## src/rtl/spatz_issue_controller_if.sv

```systemverilog
// Request types and the decoder/unit-facing bundle of the Spatz issue controller.
// Signal names keep the legacy port names so existing hookups map one-to-one.
package spatz_issue_pkg;
  typedef logic [3:0] instr_id_t;
  typedef logic [4:0] vreg_t;
  typedef enum logic [1:0] {CON = 2'd0, LSU = 2'd1, SLD = 2'd2, VFU = 2'd3} ex_unit_e;

  typedef struct packed {
    instr_id_t id;
    ex_unit_e  ex_unit;
    logic [7:0] op;
    vreg_t     vd;
    logic      use_vd;
    vreg_t     vs1;
    logic      use_vs1;
    vreg_t     vs2;
    logic      use_vs2;
    logic      vd_is_src;
  } spatz_req_t;
endpackage

interface spatz_issue_controller_if;
  import spatz_issue_pkg::*;

  logic            req_valid_i;
  logic            req_ready_o;
  spatz_req_t      req_i;
  spatz_req_t      issue_req_o;
  logic            con_valid_o;
  logic            con_ready_i;
  logic            lsu_valid_o;
  logic            lsu_ready_i;
  logic            sld_valid_o;
  logic            sld_ready_i;
  logic            vfu_valid_o;
  logic            vfu_ready_i;
  logic [3:0]      done_valid_i;
  instr_id_t [3:0] done_id_i;
  logic            idle_o;

  modport slave (
    input  req_valid_i, req_i, con_ready_i, lsu_ready_i, sld_ready_i, vfu_ready_i,
           done_valid_i, done_id_i,
    output req_ready_o, issue_req_o, con_valid_o, lsu_valid_o, sld_valid_o, vfu_valid_o,
           idle_o
  );

  modport master (
    output req_valid_i, req_i, con_ready_i, lsu_ready_i, sld_ready_i, vfu_ready_i,
           done_valid_i, done_id_i,
    input  req_ready_o, issue_req_o, con_valid_o, lsu_valid_o, sld_valid_o, vfu_valid_o,
           idle_o
  );
endinterface

```

## src/rtl/spatz_issue_controller.sv

```systemverilog
// Spatz issue stage: ID allocation, vector-register hazard blocking, registered
// dispatch to CON/LSU/SLD/VFU and per-unit retirement.
module spatz_issue_controller
  import spatz_issue_pkg::*;
#(
  parameter int unsigned NrIds = 16  // must equal 2**$bits(instr_id_t)
) (
  input logic                     clk_i,
  input logic                     rst_i,
  spatz_issue_controller_if.slave bus
);
  localparam int unsigned IdW = $bits(instr_id_t);

  typedef struct packed {
    vreg_t vd;
    logic  use_vd;
    vreg_t vs1;
    logic  use_vs1;
    vreg_t vs2;
    logic  use_vs2;
    logic  is_con;
  } entry_t;

  logic [NrIds-1:0] r_valid;
  entry_t           r_tbl [NrIds];
  logic             r_out_valid;
  spatz_req_t       r_out_req;

  spatz_req_t       w_req;
  spatz_req_t       w_out_req;
  entry_t           w_new;
  instr_id_t        w_alloc_id;
  logic             w_free;
  logic             w_hazard;
  logic             w_con_inflight;
  logic             w_idle;
  logic             w_drain_ok;
  logic             w_sel_ready;
  logic             w_fire;
  logic             w_accept;
  logic [NrIds-1:0] w_clr;
  logic [NrIds-1:0] w_set;

  assign w_req  = bus.req_i;
  assign w_idle = ~|r_valid & ~r_out_valid;

  // Hazards and the CON drain check look only at the registered table.
  always_comb begin
    w_hazard       = 1'b0;
    w_con_inflight = 1'b0;
    for (int unsigned i = 0; i < NrIds; i++) begin
      if (r_valid[i]) begin
        w_con_inflight = w_con_inflight | r_tbl[i].is_con;
        w_hazard = w_hazard
          | (r_tbl[i].use_vd & w_req.use_vs1 & (w_req.vs1 == r_tbl[i].vd))
          | (r_tbl[i].use_vd & w_req.use_vs2 & (w_req.vs2 == r_tbl[i].vd))
          | (r_tbl[i].use_vd & w_req.use_vd & (w_req.vd == r_tbl[i].vd))
          | (w_req.use_vd & r_tbl[i].use_vs1 & (w_req.vd == r_tbl[i].vs1))
          | (w_req.use_vd & r_tbl[i].use_vs2 & (w_req.vd == r_tbl[i].vs2));
      end
    end
  end

  always_comb begin
    w_free     = 1'b0;
    w_alloc_id = '0;
    for (int unsigned i = 0; i < NrIds; i++) begin
      if (!r_valid[i] && !w_free) begin
        w_free     = 1'b1;
        w_alloc_id = IdW'(i);
      end
    end
  end

  always_comb begin
    w_sel_ready = 1'b0;
    unique case (r_out_req.ex_unit)
      CON:     w_sel_ready = bus.con_ready_i;
      LSU:     w_sel_ready = bus.lsu_ready_i;
      SLD:     w_sel_ready = bus.sld_ready_i;
      VFU:     w_sel_ready = bus.vfu_ready_i;
      default: w_sel_ready = 1'b0;
    endcase
  end

  assign w_fire     = r_out_valid & w_sel_ready;
  assign w_drain_ok = ~w_con_inflight & ((w_req.ex_unit != CON) | w_idle);
  assign w_accept   = ~rst_i & bus.req_valid_i & w_free & ~w_hazard & w_drain_ok
                    & (~r_out_valid | w_fire);

  always_comb begin
    w_clr = '0;
    for (int unsigned u = 0; u < 4; u++) begin
      if (bus.done_valid_i[u]) w_clr[bus.done_id_i[u]] = 1'b1;
    end
    w_set = '0;
    if (w_accept) w_set[w_alloc_id] = 1'b1;
  end

  always_comb begin
    w_out_req    = w_req;
    w_out_req.id = w_alloc_id;
    w_new        = '{vd: w_req.vd, use_vd: w_req.use_vd, vs1: w_req.vs1,
                     use_vs1: w_req.use_vs1, vs2: w_req.vs2, use_vs2: w_req.use_vs2,
                     is_con: (w_req.ex_unit == CON)};
  end

  // The allocated slot is free pre-retire, so set-after-clear cannot collide
  // with a genuine retire; a stale retire to that slot loses to the allocation.
  always_ff @(posedge clk_i) begin
    if (rst_i) begin
      r_valid     <= '0;
      r_out_valid <= 1'b0;
      r_out_req   <= '0;
    end else begin
      r_valid <= (r_valid & ~w_clr) | w_set;
      if (w_accept) begin
        r_out_valid <= 1'b1;
        r_out_req   <= w_out_req;
      end else if (w_fire) begin
        r_out_valid <= 1'b0;
      end
    end
  end

  always_ff @(posedge clk_i) begin
    if (w_accept) r_tbl[w_alloc_id] <= w_new;
  end

  assign bus.req_ready_o = w_accept;
  assign bus.issue_req_o = r_out_req;
  assign bus.con_valid_o = r_out_valid & (r_out_req.ex_unit == CON);
  assign bus.lsu_valid_o = r_out_valid & (r_out_req.ex_unit == LSU);
  assign bus.sld_valid_o = r_out_valid & (r_out_req.ex_unit == SLD);
  assign bus.vfu_valid_o = r_out_valid & (r_out_req.ex_unit == VFU);
  assign bus.idle_o      = w_idle;
endmodule

```

## src/flat_wrapper.sv

```systemverilog
// flat-port wrapper written by rule: the top's interface ports become plain ports
module spatz_issue_controller_flat import spatz_issue_pkg::*;
#(
  parameter int unsigned NrIds = 16                                    
)
  (clk_i, rst_i, bus_req_valid_i, bus_req_i, bus_con_ready_i, bus_lsu_ready_i, bus_sld_ready_i, bus_vfu_ready_i, bus_done_valid_i, bus_done_id_i, bus_req_ready_o, bus_issue_req_o, bus_con_valid_o, bus_lsu_valid_o, bus_sld_valid_o, bus_vfu_valid_o, bus_idle_o);
  spatz_issue_controller_if bus_i ();
  input logic clk_i;
  input logic rst_i;
  input wire logic [$bits(bus_i.req_valid_i)-1:0] bus_req_valid_i;
  input wire logic [$bits(bus_i.req_i)-1:0] bus_req_i;
  input wire logic [$bits(bus_i.con_ready_i)-1:0] bus_con_ready_i;
  input wire logic [$bits(bus_i.lsu_ready_i)-1:0] bus_lsu_ready_i;
  input wire logic [$bits(bus_i.sld_ready_i)-1:0] bus_sld_ready_i;
  input wire logic [$bits(bus_i.vfu_ready_i)-1:0] bus_vfu_ready_i;
  input wire logic [$bits(bus_i.done_valid_i)-1:0] bus_done_valid_i;
  input wire logic [$bits(bus_i.done_id_i)-1:0] bus_done_id_i;
  output wire logic [$bits(bus_i.req_ready_o)-1:0] bus_req_ready_o;
  output wire logic [$bits(bus_i.issue_req_o)-1:0] bus_issue_req_o;
  output wire logic [$bits(bus_i.con_valid_o)-1:0] bus_con_valid_o;
  output wire logic [$bits(bus_i.lsu_valid_o)-1:0] bus_lsu_valid_o;
  output wire logic [$bits(bus_i.sld_valid_o)-1:0] bus_sld_valid_o;
  output wire logic [$bits(bus_i.vfu_valid_o)-1:0] bus_vfu_valid_o;
  output wire logic [$bits(bus_i.idle_o)-1:0] bus_idle_o;
  assign bus_i.req_valid_i = bus_req_valid_i;
  assign bus_i.req_i = bus_req_i;
  assign bus_i.con_ready_i = bus_con_ready_i;
  assign bus_i.lsu_ready_i = bus_lsu_ready_i;
  assign bus_i.sld_ready_i = bus_sld_ready_i;
  assign bus_i.vfu_ready_i = bus_vfu_ready_i;
  assign bus_i.done_valid_i = bus_done_valid_i;
  assign bus_i.done_id_i = bus_done_id_i;
  assign bus_req_ready_o = bus_i.req_ready_o;
  assign bus_issue_req_o = bus_i.issue_req_o;
  assign bus_con_valid_o = bus_i.con_valid_o;
  assign bus_lsu_valid_o = bus_i.lsu_valid_o;
  assign bus_sld_valid_o = bus_i.sld_valid_o;
  assign bus_vfu_valid_o = bus_i.vfu_valid_o;
  assign bus_idle_o = bus_i.idle_o;
  spatz_issue_controller #(.NrIds(NrIds)) u_core (.clk_i(clk_i), .rst_i(rst_i), .bus(bus_i));
endmodule
```

## config.mk

```make
export PLATFORM = sky130hd
export DESIGN_NAME = spatz_issue_controller_flat
export DESIGN_NICKNAME = d
export VERILOG_FILES = /design/src/rtl/spatz_issue_controller_if.sv /design/src/rtl/spatz_issue_controller.sv /design/src/flat_wrapper.sv
export SDC_FILE = /design/constraint.sdc
export NUM_CORES = 1
export LEC_CHECK = 0
export BUFFER_PORTS_ARGS = -buffer_cell sky130_fd_sc_hd__buf_4
export CAP_MARGIN = 20
export CORE_MARGIN = 2
export CORE_UTILIZATION = 60
export DETAILED_ROUTE_END_ITERATION = 8
export GPL_ROUTABILITY_DRIVEN = 0
export PLACE_DENSITY_LB_ADDON = 0.1
export SETUP_SLACK_MARGIN = 0.1
export SLEW_MARGIN = 10
export SYNTH_ARGS = -nofsm -noshare
export SYNTH_HDL_FRONTEND = slang
export SYNTH_SLANG_ARGS = --single-unit
```

## constraint.sdc

```tcl
create_clock -name clk_i -period 8.5 [get_ports clk_i]
set_input_delay 0.425 -clock clk_i [delete_from_list [all_inputs] [get_ports clk_i]]
set_output_delay 0.425 -clock clk_i [all_outputs]
set_load 0.01 [all_outputs]
```

# Yosys cells after proc, flatten, opt, wreduce, memory -nomap -nowiden
# Memories as Yosys holds them, arrays and structs flattened.
# Cells that the tools add are included.
[word_totals] out_inout_bits=39 mem_count=1 ff_bits=50 mem_bits_rw=304 word_cells=522
[op_classes] n_eq_ne=83 bitwise=278 mux=83 order_cmp=10 n_reduce_logical=55
[memory_table] name="u_core.r_tbl" words=16 width=19 read_ports=16 rd_clocked_by_memory_dff=0 write_ports=1 line_no="spatz_issue_controller.sv:25" rtl="entry_t r_tbl [NrIds];"
[op_table] op="== test 5 bit" count=80
[op_table] op="bitwise AND 1 bit" count=172
[op_table] op="bitwise OR 1 bit" count=96
[op_table] op="2-to-1 mux 16 bit" count=5
[op_table] op="bitwise OR 16 bit" count=4
[op_table] op="2-to-1 mux 1 bit" count=58
[op_table] op="2-to-1 mux 4 bit" count=8
[op_table] op="zero test 1 bit" count=30
[op_table] op="< comparator 4 x 5 -> 1 bit, second input constant" count=5
[op_table] op="demux 1 bit (select 4 bit)" count=5
[op_table] op="greater-or-equal comparator 4 x 1 -> 1 bit, second input constant" count=5
[op_table] op="logical AND 1 bit" count=20
[op_table] op="bitwise AND 16 bit" count=1
[op_table] op="inverter 16 bit" count=1
[op_table] op="OR reduction 16 bit" count=1
[op_table] op="2-to-1 mux 3 bit" count=4
[op_table] op="== test 2 bit, second input constant" count=2
[op_table] op="zero test 2 bit" count=2
[op_table] op="2-to-1 mux 2 bit" count=2
[op_table] op="inverter 1 bit" count=4
[op_table] op="one-hot mux 1 bit (4 select lines)" count=1
[op_table] op="nonzero test 2 bit" count=2
[op_table] op="== test 2 x 1 -> 1 bit, second input constant" count=1

# Longest topological paths before layout
# An unclocked memory read counts as a cell.
[depth] depth_word=104 mapped_depth=14 ltp_nobuf=9

# Worst setup path after synthesis
# OpenSTA, ideal clock, no wires.
[synth_path] path_kind="in2reg" startpoint="input bus_req_i[15]" endpoint="memory u_core.r_tbl[6][0] in the netlist's numbering, enable pin" slack_ps=4618 arrival_ps=3463 required_ps=8081 cell_stages=13 path_buffers=4 cell_sequence="buf_4 > buf_8 > buf_8 > xor2_1 > nor4_1 > nand4_1 > nand3_1 > o21ai_0 > nand4_1 > nor3b_1 > nand4_2 > buf_4 > nor3_1"
[synth_between] elab_chain_len=102
[synth_rtl] element="from (decl)" line_no="flat_wrapper.sv:11" rtl="input wire logic [$bits(bus_i.req_i)-1:0] bus_req_i;"
[synth_rtl] element="== test 5 bit" line_no="spatz_issue_controller.sv:57" rtl="| (r_tbl[i].use_vd & w_req.use_vd & (w_req.vd == r_tbl[i].vd))"
[synth_rtl] element="bitwise AND 1 bit" line_no="spatz_issue_controller.sv:57"
[synth_rtl] element="bitwise OR 1 bit" line_no="spatz_issue_controller.sv:57"
[synth_rtl] element="bitwise OR 1 bit" line_no="spatz_issue_controller.sv:58" rtl="| (w_req.use_vd & r_tbl[i].use_vs1 & (w_req.vd == r_tbl[i].vs1))"
[synth_rtl] element="bitwise OR 1 bit" line_no="spatz_issue_controller.sv:59" rtl="| (w_req.use_vd & r_tbl[i].use_vs2 & (w_req.vd == r_tbl[i].vs2));"
[synth_rtl] element="2-to-1 mux 1 bit" line_no="spatz_issue_controller.sv:52" rtl="if (r_valid[i]) begin"
[synth_rtl] element="bitwise OR 1 bit" line_no="spatz_issue_controller.sv:55" rtl="| (r_tbl[i].use_vd & w_req.use_vs1 & (w_req.vs1 == r_tbl[i].vd))"
[synth_rtl] element="bitwise OR 1 bit" line_no="spatz_issue_controller.sv:56" rtl="| (r_tbl[i].use_vd & w_req.use_vs2 & (w_req.vs2 == r_tbl[i].vd))"
[synth_rtl] element="[85 not listed]"
[synth_rtl] element="bitwise OR 1 bit" line_no="spatz_issue_controller.sv:58"
[synth_rtl] element="bitwise OR 1 bit" line_no="spatz_issue_controller.sv:59"
[synth_rtl] element="2-to-1 mux 1 bit (*)" line_no="spatz_issue_controller.sv:52"
[synth_rtl] element="inverter 1 bit (*)" line_no="spatz_issue_controller.sv:88" rtl="assign w_accept = ~rst_i & bus.req_valid_i & w_free & ~w_hazard & w_drain_ok"
[synth_rtl] element="bitwise AND 1 bit (*) (2 in a row)" line_no="spatz_issue_controller.sv:88"
[synth_rtl] element="bitwise AND 1 bit (*)" line_no="spatz_issue_controller.sv:89" rtl="& (~r_out_valid | w_fire);"
[synth_rtl] element="2-to-1 mux 1 bit (*)" line_no="spatz_issue_controller.sv:127" rtl="if (w_accept) r_tbl[w_alloc_id] <= w_new;"
[synth_rtl] element="2-to-1 mux 1 bit (implied by the code) (*)" line_no="spatz_issue_controller.sv:127"
[synth_rtl] element="to (decl)" line_no="spatz_issue_controller.sv:25"
# Every way passes the cells marked *; elsewhere a longest branch is shown, timed or not.

# Final worst setup path
[layout_path] startpoint="input bus_req_i[18]" endpoint="output bus_req_ready_o"
[layout_between] elab_chain_len=100
[layout_rtl] element="== test 5 bit" line_no="spatz_issue_controller.sv:57"
[layout_rtl] element="bitwise AND 1 bit" line_no="spatz_issue_controller.sv:57"
[layout_rtl] element="bitwise OR 1 bit" line_no="spatz_issue_controller.sv:57"
[layout_rtl] element="bitwise OR 1 bit" line_no="spatz_issue_controller.sv:58"
[layout_rtl] element="bitwise OR 1 bit" line_no="spatz_issue_controller.sv:59"
[layout_rtl] element="2-to-1 mux 1 bit" line_no="spatz_issue_controller.sv:52"
[layout_rtl] element="bitwise OR 1 bit" line_no="spatz_issue_controller.sv:55"
[layout_rtl] element="bitwise OR 1 bit" line_no="spatz_issue_controller.sv:56"
[layout_rtl] element="[83 not listed]"
[layout_rtl] element="bitwise OR 1 bit" line_no="spatz_issue_controller.sv:56"
[layout_rtl] element="bitwise OR 1 bit" line_no="spatz_issue_controller.sv:57"
[layout_rtl] element="bitwise OR 1 bit" line_no="spatz_issue_controller.sv:58"
[layout_rtl] element="bitwise OR 1 bit" line_no="spatz_issue_controller.sv:59"
[layout_rtl] element="2-to-1 mux 1 bit (*)" line_no="spatz_issue_controller.sv:52"
[layout_rtl] element="inverter 1 bit (*)" line_no="spatz_issue_controller.sv:88"
[layout_rtl] element="bitwise AND 1 bit (*) (2 in a row)" line_no="spatz_issue_controller.sv:88"
[layout_rtl] element="bitwise AND 1 bit (*)" line_no="spatz_issue_controller.sv:89"
[layout_rtl] element="to (decl)" line_no="flat_wrapper.sv:18" rtl="output wire logic [$bits(bus_i.req_ready_o)-1:0] bus_req_ready_o;"
# Marked as above.

==> impl_metrics.toml <==
[synthesis]
synth_area_leader_cell = "edfxtp_1"
synth.distinct_cells = 50
synthMuxAreaShare = 0.00130
yosysWarnings = 0
yosys.area_share.simple = 0.122
synthTopCellsByArea = "edfxtp_1 53%, xor2_1 13%, xnor2_1 7.1%"
synth_fa_ha_area_frac = 0
synth_cells = 1377
synth_edf_count = 304
synth_top_family_by_area = "XOR/XNOR gates"
synth_compound_area_frac = 0.0533
yosys.area.top_type_share = 0.527
synth_area_mm2 = 0.0173
syn-num-nets = 1437
synth_xor_area_frac = 0.202
ys.flop_type = "edfxtp_1"
async_flop_share = 0
yosysSeqAreaShare = 0.585
ys_ff_latch = 354
syn_avg_cell_area_um2 = 12.6

[placed_design]
hpwl_mm = 23.5
dp.cells = 1796
io_buffer_count = 94
pre_cts_ws_ns = 3.92

[sta]
slew_headroom = 0.330
skew_ns = 0.0142
timing.final.crit_share = 0.496
max_freq_mhz = 237
worstMarginPinSlew_ns = 1.01
fin_ws_ns = 4.29
final_max_slew_viol_count = 0
setup_viol = 0
min_period_ns = 4.21
hold-worst-slack_ns = 0.163
rsz0062_at_grt = "no"
hold_viol = 0
fin_setup_tns_ns = 0

[setup_path]
start_kind = "primary input"
cp-end-kind = "output pin"
cp_common_cell = "buf_4"
cp.arrival_ns = 3.79
cp_max_fo = 43
crit_chain = "buf_4, buf_4, xor2_1, nor4_1, nand4_1, nand3_1, o21ai_1, nand4_1, nor3b_1, nand4_2, inv_1, buf_4"
critical_path_class = "in -> out"
critPathSlowestCell = "buf_4"
rr_worst_depth = 9
worst_path_largest_cell_delay_ns = 0.58
crit_required_ns = 8.08

[route]
drt_wl_total_mm = 42.1
drt_iter0_drc = 1129
vias = 11500
drt-vias-per-instance = 6.15
antenna_left = 0
drtPass1Iterations = 7
drc = 0
wire_per_inst_um = 22.6

[layout]
fin_cells = 1864
nNetsFinal = 1514
layout-drive-gt1-share = 0.131
layout_commonest_cell = "edfxtp_1"
final_cell_mix = "304 x edfxtp_1, 260 x xor2_1, 140 x xnor2_1, 118 x buf_4, 85 x nand4_1"
diodes = 0
syn_to_final_growth_pct = 12.4

[floorplanning]
die_h_um = 174
core_area_mm2 = 0.0285
die_w_um = 174
ios = 99
fp-row-count = 62
dieArea_mm2 = 0.0302
initial_core_util = 0.606

[clocking]
clk_pin_slew_ns = 0.06
clock_sinks = 354
cts_buffers = 38
clock_latency_ns = 0.53
cts_buffer_depth = 3
cts_tree = "built"
cts_hold_buf = 0
h-tree-depth = 2
cts_setup_buffers = 0
ctsRootBufferMaster = "clkbuf_16"
cts_resized = 0

[pwr]
p_clk_frac = 0.423
p_int_mw = 3.05
seq_power_share = 0.490
powerDensity_mw_per_mm2 = 202
leakage_nw = 6.45
combPwrFrac = 0.087
vdd_drop_max_uv = 158
total_power_mw = 3.94
p_sw_uw = 890
switching_share = 0.226

[run]
drv_cap = 0

[hold_path]
hold_path_class = "in -> reg"
min_path_cells = 3

[global_route]
antenna_found_initial = 0
grt_first_pass_wirelength_mm = 65.5
track_usage = 0.281
grt_max_degree = 65
gr-total-overflow = 0
grt_pass1_vias = 11500

[outcome]
status = "finished, final reports clean"
## metrics by stage
stage	instance area [um2]	util
after floorplan	17300	-
after global placement	18200	0.636
after detailed placement	18200	0.636
after CTS	19400	0.681
after global routing	19500	0.682
final	19500	0.682
## registers in the layout, indices dropped and copies added (netlist names)
register	count
u_core.r_valid	16
u_core.bus.issue_req_o	33
u_core.r_tbl	304
u_core.r_out_valid	1
## cells in the mapped netlist (6+ instances only)
cell type  number
nor4_1         70
xor2_1        260
nand4b_1       11
a22o_1          8
nor3_1         23
and3_1          6
nor3b_1         8
nand3_1        81
o21ai_0        65
nor2_1         25
buf_2          11
o31ai_1         8
a22oi_1         6
inv_1           9
nand4_1        85
buf_6          15
edfxtp_1      304
a21oi_1        44
nor2b_1         8
nand2_1        40
dfxtp_1        50
clkbuf_1       20
xnor2_1       140
o21ai_1         7
buf_4          31
## routing by layer
layer | vias to the layer above | share of wire | track usage
li1 | 5249 | - | -
met1 | 5620 | 0.43 | 0.388
met2 | 505 | 0.48 | 0.465
met3 | 98 | 0.071 | 0.0439
met4 | 0 | 0.024 | 0.0823
met5 | - | 0 | 0
## worst max-delay path, delay by kind of cell
family / cells / cell delay [ns]
buffers and inverters: 4 / 1.50
and+or+nand+nor: 6 / 1.42
AOI/OAI and AO/OA: 1 / 0.21
xor gates and xnor gates: 1 / 0.19
## path summary, 6_finish.rpt
kind / from / endpoint / slack, ns
min reg2reg: u_core.bus.issue_req_o[17] / u_core.bus.issue_req_o[17] / 0.48
min: bus_req_i[24] / u_core.bus.issue_req_o[24] / 0.16
max: bus_req_i[18] / bus_req_ready_o / 4.29
max reg2reg: u_core.r_valid[8] / u_core.r_tbl[6][14] / 4.96
## power by group through the flow
stage                     clock [mW]  sequential (mW)  combinational [mW]
after floorplan                    0             1.97               0.215
after global placement             0             1.96               0.333
after detailed placement           0             1.97               0.338
after CTS                       1.69             1.93               0.341
after global routing            1.76             1.93               0.371
final                           1.67             1.93               0.341
## cell type report
type	count	area (um2)
Sequential cell	354	10100
Clock inverter	16	190
Multi-Input combinational cell	932	6640
Clock buffer	50	1080
Timing Repair Buffer	119	901
Inverter	9	33.8
Fill cell	2104	9090
Tap cell	384	480
## cells by family after synthesis
| group | Yosys count |
|---|---|
| multiplexers | 1 |
| XOR/XNOR | 400 |
| buffers and inverters | 91 |
| AO/OA/AOI/OAI | 157 |
| flip-flops | 354 |
| AND/OR/NAND/NOR | 374 |
(Power assumes the default switching activity.)
